==> src/rtl/xmul_arb_pkg.sv <==
// rtl/xmul_arb_pkg.sv - shared constants and tag type for the shared multiplier arbiter
package xmul_arb_pkg;

  localparam int N_REQ_DEF = 4;
  localparam int ID_W      = 2;
  localparam int MUL_LAT   = 3;

  typedef struct packed {
    logic            vld;
    logic [ID_W-1:0] id;
  } tag_t;

endpackage

==> src/rtl/xmul_rr_arb.sv <==
// rtl/xmul_rr_arb.sv - one-hot grant arbiter; XMUL_ARB_FIXED_PRIO_EN selects fixed priority
module xmul_rr_arb
  import xmul_arb_pkg::*;
#(
  parameter int N_REQ = N_REQ_DEF
) (
  input  logic             clk,
  input  logic             rst,
  input  logic             en,
  input  logic [N_REQ-1:0] valid,
  output logic [N_REQ-1:0] grant,
  output logic [ID_W-1:0]  gid
);

`ifdef XMUL_ARB_FIXED_PRIO_EN

  // Clock and reset are not needed without a pointer register.
  logic unused_clk_rst;
  assign unused_clk_rst = clk ^ rst;

  // Lowest valid index wins; scanning downward leaves the lowest one in place.
  always_comb begin
    grant = '0;
    gid   = '0;
    if (en && !rst) begin
      for (int i = N_REQ - 1; i >= 0; i--) begin
        if (valid[i]) begin
          grant    = '0;
          grant[i] = 1'b1;
          gid      = ID_W'(i);
        end
      end
    end
  end

`else

  logic [ID_W-1:0] ptr;
  logic [ID_W:0]   idx;
  logic            found;

  // First valid requester at or after ptr wins, wrapping to 0.
  always_comb begin
    grant = '0;
    gid   = '0;
    idx   = '0;
    found = 1'b0;
    if (en && !rst) begin
      for (int i = 0; i < N_REQ; i++) begin
        idx = {1'b0, ptr} + (ID_W+1)'(i);
        if (idx >= (ID_W+1)'(N_REQ)) idx = idx - (ID_W+1)'(N_REQ);
        if (!found && valid[idx[ID_W-1:0]]) begin
          found                   = 1'b1;
          grant[idx[ID_W-1:0]]    = 1'b1;
          gid                     = idx[ID_W-1:0];
        end
      end
    end
  end

  // Pointer moves to the slot after the winner; holds when nothing is granted.
  always_ff @(posedge clk or posedge rst) begin
    if (rst) begin
      ptr <= '0;
    end else if (|grant) begin
      ptr <= (gid == ID_W'(N_REQ - 1)) ? '0 : gid + 1'b1;
    end
  end

`endif

endmodule

==> src/rtl/xmul_share_arb.sv <==
// rtl/xmul_share_arb.sv - shares one pipelined signed 32x32 multiplier among requesters (XMUL_ARB_FIXED_PRIO_EN)
module xmul_share_arb
  import xmul_arb_pkg::*;
#(
  parameter int N_REQ = N_REQ_DEF
) (
  input  logic               clk,
  input  logic               rst,
  input  logic               en,
  input  logic [N_REQ-1:0]   req_valid,
  output logic [N_REQ-1:0]   req_ready,
  input  logic [N_REQ*32-1:0] req_op_a,
  input  logic [N_REQ*32-1:0] req_op_b,
  output logic [N_REQ-1:0]   rsp_valid,
  output logic [63:0]        rsp_product,
  output logic               busy
);

  logic [N_REQ-1:0] grant;
  logic [ID_W-1:0]  gid;
  logic [31:0]      mul_a;
  logic [31:0]      mul_b;
  logic [63:0]      mul_pipe [MUL_LAT];
  tag_t             tag      [MUL_LAT];

  xmul_rr_arb #(.N_REQ(N_REQ)) u_arb (
    .clk   (clk),
    .rst   (rst),
    .en    (en),
    .valid (req_valid),
    .grant (grant),
    .gid   (gid)
  );

  assign req_ready = grant;

  // Operand mux: winner's operands, zeros when idle.
  always_comb begin
    mul_a = '0;
    mul_b = '0;
    if (|grant) begin
      mul_a = req_op_a[int'(gid)*32 +: 32];
      mul_b = req_op_b[int'(gid)*32 +: 32];
    end
  end

  // Multiplier: data-only pipeline, its output is qualified by the tag valid bit.
  always_ff @(posedge clk) begin
    mul_pipe[0] <= {{32{mul_a[31]}}, mul_a} * {{32{mul_b[31]}}, mul_b};
    for (int i = 1; i < MUL_LAT; i++) mul_pipe[i] <= mul_pipe[i-1];
  end

  // Tag pipe tracks which requester owns each product in flight.
  always_ff @(posedge clk or posedge rst) begin
    if (rst) begin
      for (int i = 0; i < MUL_LAT; i++) tag[i] <= '0;
    end else begin
      tag[0] <= '{vld: |grant, id: gid};
      for (int i = 1; i < MUL_LAT; i++) tag[i] <= tag[i-1];
    end
  end

  // Response decode from the last tag stage.
  always_comb begin
    rsp_valid = '0;
    if (tag[MUL_LAT-1].vld) rsp_valid[tag[MUL_LAT-1].id] = 1'b1;
  end

  assign rsp_product = mul_pipe[MUL_LAT-1];

  // Busy while any tag stage holds an op.
  always_comb begin
    busy = 1'b0;
    for (int i = 0; i < MUL_LAT; i++) busy = busy | tag[i].vld;
  end

endmodule

==> config.mk <==
export PLATFORM = sky130hd
export DESIGN_NAME = xmul_share_arb
export DESIGN_NICKNAME = d
export VERILOG_FILES = /design/src/rtl/xmul_arb_pkg.sv /design/src/rtl/xmul_rr_arb.sv /design/src/rtl/xmul_share_arb.sv
export SDC_FILE = /design/constraint.sdc
export NUM_CORES = 2
export LEC_CHECK = 0
export BUFFER_PORTS_ARGS = -buffer_cell sky130_fd_sc_hd__buf_2
export CAP_MARGIN = 20
export CELL_PAD_IN_SITES_DETAIL_PLACEMENT = 1
export CELL_PAD_IN_SITES_GLOBAL_PLACEMENT = 1
export CORE_MARGIN = 10
export CORE_UTILIZATION = 42
export DETAILED_ROUTE_END_ITERATION = 8
export PLACE_DENSITY = 0.86
export SLEW_MARGIN = 20
export SYNTH_ARGS = -nofsm -noshare
export SYNTH_HDL_FRONTEND = slang
export SYNTH_SLANG_ARGS = --single-unit
==> constraint.sdc <==
create_clock -name clk -period 11.5 [get_ports clk]
set_input_delay 0.575 -clock clk [delete_from_list [all_inputs] [get_ports clk]]
set_output_delay 0.575 -clock clk [all_outputs]
set_load 0.005 [all_outputs]
# After elaboration in Yosys (flattened, before gate mapping)
# Memories as Yosys holds them, arrays and structs flattened.
# Index checks and enable logic that the tools add are counted.
# word_totals
latch_bits	0
ram_bits	192
reg_bits	11
memories	1
mem_bits_ro	0
elab_cells	102
out_inout_bits	73
in_bits	263
# mem_list
name	words	word_bits	rd	rd_clocked_by_memory_dff	write_ports	line_no	source
mul_pipe	3	64	3	0	3	xmul_share_arb.sv:23	logic [63:0] mul_pipe [MUL_LAT];
# op_classes
reduce_logical	14
div	0
n_shift	2
magnitude_cmp	14
add_sub_neg	8
eq_ne	1
bitwise	5
muxes	49
n_mul	1
# ops
operator	count
variable part select 128 x 8 -> 32 bit	2
multiplier 32 x 32 -> 64 bit	1
2-to-1 mux 32 bit	2
2-to-1 mux 4 bit	9
2-to-1 mux 2 bit	14
less-than comparator 2 x 3 -> 1 bit (second input constant)	5
2-to-1 mux 1 bit	15
bitwise OR 4 bit	3
demux 1 bit (select 2 bit)	5
greater-or-equal comparator 2 x 1 -> 1 bit (second input constant)	5
greater-or-equal comparator 3 bit (second input constant)	3
logical AND 1 bit	9
binary-select mux 1 bit (select 2 bit)	4
subtractor 2 x 1 -> 2 bit (second input constant)	4
adder 2 x 2 -> 3 bit (second input constant)	2
zero test 1 bit	4
OR reduction 4 bit	1
adder 2 x 1 -> 3 bit (second input constant)	1
greater-or-equal comparator 2 x 3 -> 1 bit (second input constant)	1
adder 2 x 1 -> 2 bit (second input constant)	1
== test 2 bit (second input constant)	1
bitwise OR 1 bit	2

# Logic depth before layout (Yosys ltp)
# depth
depth_word	22
depth_mapped	42
mapped_depth_nobuf	37

# By module
# Synthesis repeated with hierarchy kept, for this count alone.
# hier_totals
hier_cells	4569
area_unflattened_um2	42798.5
# modules_own_cells
mod	seq_area_each_um2	n_inst	area_per_inst_um2	cells_per_inst
xmul_share_arb	4068.9	1	42144.2	4495
xmul_rr_arb	50.0	1	654.4	74

# Worst setup path before layout
# No wires, ideal clock.
# synth_timing
path_kind	register to register
start	register u_arb.ptr[0]
end	memory mul_pipe[0][60]
stages_incl_launch_ff	41
t_arrival_ns	10.560
t_required_ns	11.373
setup_time_ns	0.127
path_buffers	6
path_slack_ns	0.813
period_less_slack_ns	10.687
cell_sequence	dfrtp_1 buf_2 inv_1 ha_1 mux4_2 nand2_1 a221oi_1 nor3_1 o21bai_2 buf_6 buf_12 buf_8 mux2i_1 mux2_4 buf_2 nor2_1 fa_1 inv_1 [5 not listed] fa_1 inv_1 fa_1 inv_1 fa_1 inv_1 fa_1 ha_1 clkbuf_1 a21o_1 a21oi_1 nor2_1 nor2_1 o221ai_1 or4_1 a211oi_1 nor4b_1 or3b_1
# synth_rtl
element	line_no	source
start, declared	xmul_rr_arb.sv:38	logic [ID_W-1:0] ptr;
start signal, assigned	xmul_rr_arb.sv:66	ptr <= (gid == ID_W'(N_REQ - 1)) ? '0 : gid + 1'b1;
end, declared	xmul_share_arb.sv:23	

==> flow_results.xml <==
<?xml version="1.0" encoding="UTF-8"?>
<metrics>
  <group name="status">
    <metric name="outcome" unit="">finished clean</metric>
  </group>
  <group name="critical_path">
    <metric name="worst_r2r_path_depth" unit="">36</metric>
    <metric name="critical_path.max_stage_delay" unit="ns">0.59</metric>
    <metric name="crit_top_cell" unit="">fa_1</metric>
    <metric name="slowest_stage" unit="">or4_1</metric>
    <metric name="worstReg2RegEnd" unit="">mul_pipe[0][62]</metric>
    <metric name="setup.worst_path.start_class" unit="">flop</metric>
    <metric name="critical_path_peak_fanout" unit="">17</metric>
    <metric name="worst_ep_arrival_time" unit="ns">11.74</metric>
    <metric name="r2r_setup_slack" unit="ns">0.27</metric>
    <metric name="r2r_startpoint" unit="">u_arb.ptr[1]</metric>
    <metric name="cp_data_required_time" unit="ns">12.00</metric>
    <metric name="worst_setup_path_end_kind" unit="">flop</metric>
    <metric name="timing_worst_setup_path_type" unit="">flop to flop</metric>
  </group>
  <group name="timing">
    <metric name="setup_ws" unit="ns">0.2671</metric>
    <metric name="timing.slew.headroom" unit="%">42.91</metric>
    <metric name="report.final.hold_viol_count" unit="">0</metric>
    <metric name="skew" unit="ns">0.01358</metric>
    <metric name="max_freq" unit="GHz">0.08902</metric>
    <metric name="finalSetupViolCount" unit="">0</metric>
    <metric name="post-route-min-period" unit="ns">11.23</metric>
    <metric name="tightestPinTransition" unit="ns">0.8506</metric>
    <metric name="fin_crit_sh" unit="%">97.68</metric>
    <metric name="slew_viol_final" unit="">0</metric>
  </group>
  <group name="cts">
    <metric name="worstSkewPairLatency" unit="ns">0.58</metric>
    <metric name="tritoncts" unit="">built</metric>
    <metric name="numCtsBuffers" unit="">23</metric>
    <metric name="cts_root_buf" unit="">clkbuf_16</metric>
    <metric name="tritoncts_num_sinks" unit="">203</metric>
    <metric name="path_clk_slew" unit="ns">0.07</metric>
    <metric name="ctsLongestPathBuffers" unit="">3</metric>
    <metric name="cts.htree.levels" unit="">1</metric>
  </group>
  <group name="route">
    <metric name="post_dr_wirelength_cell" unit="µm">30.84</metric>
    <metric name="dr_total_vias" unit="">35990</metric>
    <metric name="vias_per_cell" unit="">5.662</metric>
    <metric name="drt-total-wl" unit="µm">196000</metric>
    <metric name="ant_nets" unit="">0</metric>
    <metric name="dr.first_iter.drc_count" unit="">3514</metric>
    <metric name="drt_pre_antenna_iters" unit="">6</metric>
    <metric name="drc" unit="">0</metric>
  </group>
  <group name="yosys">
    <metric name="synthDistinctLibCells" unit="">80</metric>
    <metric name="yosys_warnings" unit="">0</metric>
    <metric name="syn_nets" unit="">6070</metric>
    <metric name="yosys_most_used_dff" unit="">dfxtp_1</metric>
    <metric name="postSynthRegisterBits" unit="">203</metric>
    <metric name="synth_area_leader_cell" unit="">fa_1</metric>
    <metric name="synth.cell_area" unit="µm²">43500</metric>
    <metric name="syn_inst" unit="">4533</metric>
    <metric name="post-synth-top-area-fraction" unit="%">49.79</metric>
    <metric name="syn_avg_cell_area" unit="µm²">9.596</metric>
    <metric name="post_synth_main_area_contributors" unit="">fa_1 (50%), dfxtp_1 (8.8%), inv_1 (8.2%)</metric>
    <metric name="synth-seq-area-share" unit="%">9.469</metric>
    <metric name="postSynth.asyncResetShare" unit="%">5.419</metric>
    <metric name="count_of_flip_flops_with_a_built_in_enable_after_synthesis" unit="">0</metric>
  </group>
  <group name="grt">
    <metric name="gr-usage-met1" unit="%">39.92</metric>
    <metric name="grt.total_usage" unit="%">33.23</metric>
    <metric name="total_overflow_reported_by_the_global_router" unit="">0</metric>
    <metric name="grt_pass1_wl" unit="µm">283300</metric>
    <metric name="groute.layer.met3.usage" unit="%">8.121</metric>
    <metric name="first_global_vias" unit="">41030</metric>
    <metric name="grt_antenna_before_repair" unit="">8</metric>
    <metric name="busiest_layer" unit="">met2</metric>
    <metric name="met2_usage" unit="%">53.93</metric>
    <metric name="largest_net_degree_at_the_start_of_global_routing" unit="">52</metric>
  </group>
  <group name="layout">
    <metric name="multi_input_area" unit="µm²">34680</metric>
    <metric name="nFillCells" unit="">11750</metric>
    <metric name="layout-area-overhead-vs-synth" unit="%">13.40</metric>
    <metric name="fin_area" unit="µm²">49330</metric>
    <metric name="layout-drive-gt1-share" unit="%">17.46</metric>
    <metric name="finalNonFillerCells" unit="">6357</metric>
    <metric name="regArea" unit="µm²">4119</metric>
    <metric name="final_nets" unit="">6509</metric>
    <metric name="final_util" unit="%">48.21</metric>
  </group>
  <group name="placement">
    <metric name="place.detailed.hpwl" unit="µm">167000</metric>
    <metric name="port-buffer-count" unit="">335</metric>
    <metric name="global_placement_routability_congestion" unit="">1.067</metric>
    <metric name="dp_slack" unit="ns">-0.3202</metric>
    <metric name="dpl_cell_area" unit="µm²">47940</metric>
    <metric name="place.detailed.instances" unit="">6289</metric>
  </group>
  <group name="min_path">
    <metric name="hold_end" unit="">mul_pipe[0][161]</metric>
    <metric name="hp-class" unit="">flop to flop</metric>
    <metric name="hold_depth" unit="">0</metric>
    <metric name="worstHoldStart" unit="">mul_pipe[0][97]</metric>
  </group>
  <group name="floorplanning">
    <metric name="design.portCount" unit="">336</metric>
    <metric name="die_area" unit="µm²">116800</metric>
    <metric name="floorplan.die.width" unit="µm">341.8</metric>
    <metric name="initial_core_util" unit="%">42.51</metric>
    <metric name="placeableCoreArea" unit="µm²">102300</metric>
    <metric name="site_rows" unit="">117</metric>
    <metric name="fp.dieH" unit="µm">341.8</metric>
  </group>
  <group name="run">
    <metric name="max-cap-violations" unit="">0</metric>
  </group>
</metrics>
[sequential cells by signal, indices dropped and copies added (netlist names)]
signal,cells
mul_pipe,192
u_arb.ptr,2
tag,9
[worst max-delay path, delay by kind of cell (launching register included)]
kind | cells | cell delay [ns]
and+or+nand+nor | 5 | 1.38
buffers and inverters | 8 | 1.37
adders and majority gates | 10 | 4.52
AOI/OAI and AO/OA | 9 | 2.36
DFF | 1 | 0.39
muxes | 3 | 0.96
xor gates and xnor gates | 1 | 0.15
[cell families after synthesis]
family	count (synthesis)	share of synthesized area, %
flip-flops	203	9.469
XOR/XNOR	67	1.349
adder cells (fa/ha/maj)	1274	55.32
AO/OA/AOI/OAI	217	3.221
buffers and inverters	1197	11.63
multiplexers	235	6.032
AND/OR/NAND/NOR	1340	12.98
[metal layers]
layer  share of wire, %  routed length [µm]  vias to the layer above
met3                 10               19660                      696
met2                 47               91980                     2122
met1                 35               69400                    18900
met4                7.6               14900                        8
li1                   -                   -                    14260
met5              0.042                  83                        -
[worst max path at each step]
stage,startpoint,to,slack [ns],cells past startpoint
floorplan,u_arb.ptr[0],mul_pipe[0][60],0.81,40
global placement,u_arb.ptr[0],mul_pipe[0][63],-1.19,33
detailed placement,u_arb.ptr[0],mul_pipe[0][63],-0.32,34
CTS,u_arb.ptr[0],mul_pipe[0][63],0.04,38
global route,u_arb.ptr[1],mul_pipe[0][63],-0.02,36
finish,u_arb.ptr[1],mul_pipe[0][62],0.27,36
[layout by cell type (no fill, tap or decap), types with 13 or more instances in the layout]
cell and count:
buf_4 282, nand2_1 495, buf_2 335, or3_1 31, o21ai_0 35, nor3_1 27, mux2i_2 16, mux2_2 42
mux2i_4 13, ha_1 190, nand2_2 19, and3_1 13, nand2b_1 30, a21oi_1 61, a21o_1 34, xor2_1 17
dfxtp_1 192, mux2i_1 148, mux2_4 14, inv_1 954, xnor2_1 50, clkbuf_16 25, fa_1 1078, nor2_1 598
nand3_1 14, buf_12 25, nand4_1 21
[metrics by stage]
step / hold slack (ns) / setup TNS [ns]
after detailed placement: 0.3135 / -0.7967
after global routing: 0.3277 / -0.01824
after floorplan: 0.3096 / 0
after CTS: 0.3248 / 0
final: 0.3181 / 0
after global placement: 0.3111 / -6.275
[cells in the mapped netlist, types with 5 or more instances]
master    count
fa_1       1082
inv_1       956
nor2_1      604
nand2_1     509
dfxtp_1     192
ha_1        192
mux2i_1     161
buf_2        86
buf_4        71
a21oi_1      62
clkbuf_1     57
xnor2_1      50
mux2_2       48
o21ai_0      37
a21o_1       35
nand2b_1     31
nor3_1       31
or3_1        31
nand4_1      21
xor2_1       17
buf_6        16
and3_1       14
nand3_1      14
a211oi_1     13
and2_1       11
dfrtp_1      11
nor2b_1      11
a221oi_1      9
a31oi_1       9
mux2i_4       9
nor2_2        9
o21bai_1      8
mux2_4        7
mux2i_2       7
nand2_2       7
or2_2         7
nor2_4        6
buf_8         5
nor3b_1       5
o211ai_1      5
o21a_1        5
[what timing repair did]
item | CTS | global route
gates cloned | 0 | 3
pin swaps | 1 | 6
setup buffers | 8 | 14
hold buffers | 1 | 0
endpoints found under the setup margin | 10 | 16
endpoints found under the hold margin | 4 | 0
resized for setup | 6 | 83
[area by class of cell]
| cell class | count | share of cell area [%] |
|---|---|---|
| multi-input cells | 3134 | 70.29 |
| flip-flops and latches | 203 | 8.350 |
| inverters | 957 | 7.310 |
| clock buffers | 24 | 1.195 |
| well taps | 1368 | 3.470 |
| clock inverters | 17 | 0.3348 |
| diodes | 1 | 0.005073 |
| repair buffers | 653 | 9.042 |
Power is left out: the tool's default activity adds up to more than one toggle a clock period on the data nets, which glitch-free logic cannot reach.
